==> src/rtl/mul8_shiftadd.sv <==
// Iterative unsigned shift-add multiplier (one adder, WIDTH passes).
// Ports: clk, rst, start, a, b -> busy, done, q[2*WIDTH-1:0].

// addern: N-bit adder with carry in/out.
//   i_a, i_b, i_cin -> o_q, o_cout
module addern #(
  parameter int N = 8
) (
  input  logic [N-1:0] i_a,
  input  logic [N-1:0] i_b,
  input  logic         i_cin,
  output logic [N-1:0] o_q,
  output logic         o_cout
);

  assign {o_cout, o_q} = {1'b0, i_a} + {1'b0, i_b}
                       + {{N{1'b0}}, i_cin};

endmodule

// mul8_shiftadd: start/busy/done multi-cycle MUL unit.
//   clk, rst(async, high), start, a, b -> busy, done, q
module mul8_shiftadd #(
  parameter int WIDTH = 8
) (
  input  logic               clk,
  input  logic               rst,
  input  logic               start,
  input  logic [WIDTH-1:0]   a,
  input  logic [WIDTH-1:0]   b,
  output logic               busy,
  output logic               done,
  output logic [2*WIDTH-1:0] q
);

  localparam int CW = $clog2(WIDTH) + 1;

  typedef enum logic [1:0] {
    S_IDLE,
    S_RUN,
    S_DONE
  } state_t;

  state_t             r_state;
  logic [WIDTH-1:0]   r_mcand;
  logic [WIDTH-1:0]   r_hi;
  logic [WIDTH-1:0]   r_lo;
  logic [CW-1:0]      r_cnt;
  logic [2*WIDTH-1:0] r_q;
  logic               r_busy;
  logic               r_done;

  logic [WIDTH-1:0]   w_addend;
  logic [WIDTH-1:0]   w_sum;
  logic               w_cout;
  logic [WIDTH-1:0]   w_hi_nxt;
  logic [WIDTH-1:0]   w_lo_nxt;

  assign w_addend = r_lo[0] ? r_mcand : '0;

  addern #(
    .N(WIDTH)
  ) u_add (
    .i_a   (r_hi),
    .i_b   (w_addend),
    .i_cin (1'b0),
    .o_q   (w_sum),
    .o_cout(w_cout)
  );

  // Carry becomes hi's MSB; sum LSB moves into lo as the
  // consumed multiplier bit shifts out.
  assign w_hi_nxt = {w_cout, w_sum[WIDTH-1:1]};
  assign w_lo_nxt = {w_sum[0], r_lo[WIDTH-1:1]};

  always_ff @(posedge clk or posedge rst) begin
    if (rst) begin
      r_state <= S_IDLE;
      r_mcand <= '0;
      r_hi    <= '0;
      r_lo    <= '0;
      r_cnt   <= '0;
      r_q     <= '0;
      r_busy  <= 1'b0;
      r_done  <= 1'b0;
    end else begin
      case (r_state)
        S_IDLE: begin
          r_done <= 1'b0;
          if (start) begin
            r_mcand <= a;
            r_hi    <= '0;
            r_lo    <= b;
            r_cnt   <= '0;
            r_state <= S_RUN;
            r_busy  <= 1'b1;
          end
        end
        S_RUN: begin
          r_hi  <= w_hi_nxt;
          r_lo  <= w_lo_nxt;
          r_cnt <= r_cnt + 1'b1;
          if (r_cnt == CW'(WIDTH - 1)) begin
            r_q     <= {w_hi_nxt, w_lo_nxt};
            r_state <= S_DONE;
            r_busy  <= 1'b0;
            r_done  <= 1'b1;
          end
        end
        S_DONE: begin
          r_done <= 1'b0;
          if (start) begin
            r_mcand <= a;
            r_hi    <= '0;
            r_lo    <= b;
            r_cnt   <= '0;
            r_state <= S_RUN;
            r_busy  <= 1'b1;
          end else begin
            r_state <= S_IDLE;
          end
        end
        default: begin
          r_state <= S_IDLE;
          r_busy  <= 1'b0;
          r_done  <= 1'b0;
        end
      endcase
    end
  end

  assign busy = r_busy;
  assign done = r_done;
  assign q    = r_q;

endmodule

==> config.mk <==
export PLATFORM = sky130hd
export DESIGN_NAME = mul8_shiftadd
export DESIGN_NICKNAME = d
export VERILOG_FILES = /design/src/rtl/mul8_shiftadd.sv
export SDC_FILE = /design/constraint.sdc
export NUM_CORES = 1
export LEC_CHECK = 0
export CAP_MARGIN = 20
export CORE_MARGIN = 3
export CORE_UTILIZATION = 45
export DETAILED_ROUTE_END_ITERATION = 7
export PLACE_DENSITY = 0.69
export SLEW_MARGIN = 20
export SYNTH_ARGS = -nofsm -noshare
export SYNTH_HDL_FRONTEND = slang
export SYNTH_SLANG_ARGS = --single-unit
export TNS_END_PERCENT = 20
==> constraint.sdc <==
create_clock -name clk -period 3.7 [get_ports clk]
set_clock_uncertainty 0.2 [all_clocks]
set_input_delay 0.37 -clock clk [delete_from_list [all_inputs] [get_ports clk]]
set_output_delay 0.37 -clock clk [all_outputs]
set_load 0.005 [all_outputs]
==> impl_results.md <==
* CTS buffer count at 5
* Yosys reg bits at 48
* R2R Path End: q[13]
* Cts hold-fix bufs at 0
* Synth Flop Type: dfrtp_1
* Share of the synthesized area in the top cell type at 0.5295
* Yosys top cell by area: dfrtp_1
* CP Capture Type: register
* EDFF count, synth at 0
* GP Congestion at 0.7998
* Sequential element share of the synthesized area at 0.5295
* Post-CTS Setup Bufs at 0
* Worst hold path type: in2async
* TritonCTS Sinks at 48
* Worst slew pin tran at 0.9262 ns
* Vias in the first global route at 1633
* Internal reg-to-reg setup slack at 1.18 ns
* Residual DRC count at 0
* Vias after detailed routing at 1520
* Area of the die at 5929 um^2
* Finish-stage setup viols at 0
* Synth Net Count at 216
* Setup crit start: r_lo[0]
* Clock Path Buffers at 2
* DR iter-0 viols at 78
* Cell leakage power at 1.279 nW
* Min Clock Period, post-route at 2.523 ns
* Initial Util at 0.4740
* Ant diodes at 0
* Post-Syn Area at 2268 um^2
* Clock-pin slew of the registers on the worst-case setup and hold paths at 0.08 ns
* Root buf cell: clkbuf_8
* Arrival @ worst endpoint at 2.51 ns
* Power per Cell Area at 818.1 nW/um^2
* Critical path required time at 3.69 ns
* # port buffers at 36
* Post-route ant nets at 0
* Layout cells sized above 1 at 0.1762
* Commonest non-fill, non-tap cell in the layout: dfrtp_1
* GRT Util Overall at 0.1607
* Tcrit/Tclk final at 0.6818
* Synth unique cells at 39
* Util after Layout at 0.5869
* Crit start category: register
* Initial antenna violation count at 0
* First-pass GRT wire length at 7.665 mm
* Drt pass-1 iters at 4
* Vias/cell at 5.170
* Die Ht at 77 um
* Asr flop ratio synth at 1.000
* Most frequent cells in the layout: dfrtp_1, clkdlybuf4s50_1, mux2_2
* Chip width at 77 um
* Post-CTS sizing at 0
* Post-Route Setup TNS at 0 ns
* # fillers at 403
* Fmax achieved at 396.4 MHz
* CTS tree: yes
* Remaining global-route overflow at 0
* Row count at 25
* Routed WL at 4.209 mm
* Outcome: completed
* Setup Crit Path Kind: reg2reg
* Reg2Reg Depth at 7
* CP Buf/Inv Count at 0
* Critical path depth at 7
* Largest net degree at the start of global routing at 49
* Worst r2r src: r_lo[0]
* Relative slew slack at 0.3819
* Area grow syn2layout at 23.83%
* WL/cell at 14.32 um
* Most area-consuming cells after synthesis: dfrtp_1, mux2_2, ha_1, mux2i_1, o21ai_0
* Crit path max-delay family: adder cells
* Core area at 4786 um^2
* CP peak stage delay at 0.48 ns
* Max FO, Critical Path at 9
* Unrepaired setup endpoints after global routing: false
* Fin. Hold Viols at 0
* Post-Synthesis Cells at 187
* Max Cap Viol at 0
* Max Transition Viols Final at 0
* IO Pins at 37
* CP max-delay cell: dfrtp_1
* Worst skew pair latency at 0.30 ns
* Nets at 256
* Syn_area_per_cell at 12.13 um^2
* CP cell instances: and2_1, ha_1, fa_1, a21o_1, a221oi_4, xnor2_1, mux2_4
* Warnings from Yosys at 0
* Dpl hpwl at 2.943 mm
* Max IR drop VDD at 0.0003932 V
* H-tree depth at 2
## area by class of cell
type	count	area, um^2	share of cell area
flip-flops and latches	48	1201	0.4276
multi-input cells	130	1021	0.3635
repair buffers	39	395.4	0.1408
clock buffers	7	96.34	0.03430
well taps	67	83.83	0.02984
inverters	3	11.26	0.004009
## sequential cells by signal (all words and copies together) (netlist names)
name,cells
r_hi,8
r_mcand,8
r_cnt,4
r_lo,8
busy,1
q,16
done,1
r_state,2
## worst max-delay path by stage
stage	endpoint	slack, ns
6_report	q[13]	1.18
5_1_grt	r_cnt[2]	1.05
4_1_cts	q[13]	1.17
3_5_place_dp	q[13]	1.18
3_3_place_gp	q[13]	1.24
2_1_floorplan	q[13]	1.39
## metal layers
layer | GRT usage | up-vias | part of all wire
li1 | - | 749 | -
met1 | 0.2130 | 732 | 0.49
met2 | 0.2552 | 30 | 0.45
met3 | 0.03756 | 9 | 0.037
met4 | 0.06406 | 0 | 0.019
met5 | 0 | - | 0
## Yosys cell counts (3+ instances only)
library cell  count
mux2i_1           9
buf_2             4
dfrtp_1          48
a22o_1            5
nand2_1          15
and2_1            8
nor2b_1           3
inv_1             3
a21o_1            3
xnor2_1           3
mux2_2           20
a21oi_1           5
ha_1              9
nor2_1            7
o21ai_0          17
## per-stage QoR
stage	hold WS (ns)	cell area, um^2	setup WS (ns)	total power [mW]	instances
2_1_floorplan	0.2610	2268	1.386	1.626	187
3_3_place_gp	0.2824	2693	1.239	1.962	286
3_5_place_dp	0.2880	2693	1.182	1.990	286
4_1_cts	0.3088	2789	1.171	2.327	293
5_1_grt	0.1473	2809	1.046	2.513	294
6_report	0.1267	2809	1.177	2.298	294
## worst reg2reg max path: stages (launching register included)
cell and delay [ns]:
dfrtp_1 0.48, and2_1 0.20, ha_1 0.21, fa_1 0.41, a21o_1 0.24, a221oi_4 0.30, xnor2_1 0.12, mux2_4 0.26
## power breakdown
| group | internal, mW | leakage (nW) | switching [mW] |
|---|---|---|---|
| Combinational | 0.581 | 0.630 | 0.459 |
| Clock | 0.166 | 0.0503 | 0.161 |
| Sequential | 0.764 | 0.599 | 0.166 |
## cell families (layout without fill, tap and decap cells)
family | after synthesis | after routing | share of synthesized area
flip-flops | 48 | 48 | 0.5295
AND/OR/NAND/NOR | 45 | 45 | 0.1020
AO/OA/AOI/OAI | 40 | 40 | 0.1247
multiplexers | 30 | 30 | 0.1456
adder cells (fa/ha/maj) | 10 | 10 | 0.05847
buffers and inverters | 9 | 49 | 0.02041
XOR/XNOR | 5 | 5 | 0.01931
(Power assumes the default switching activity.)
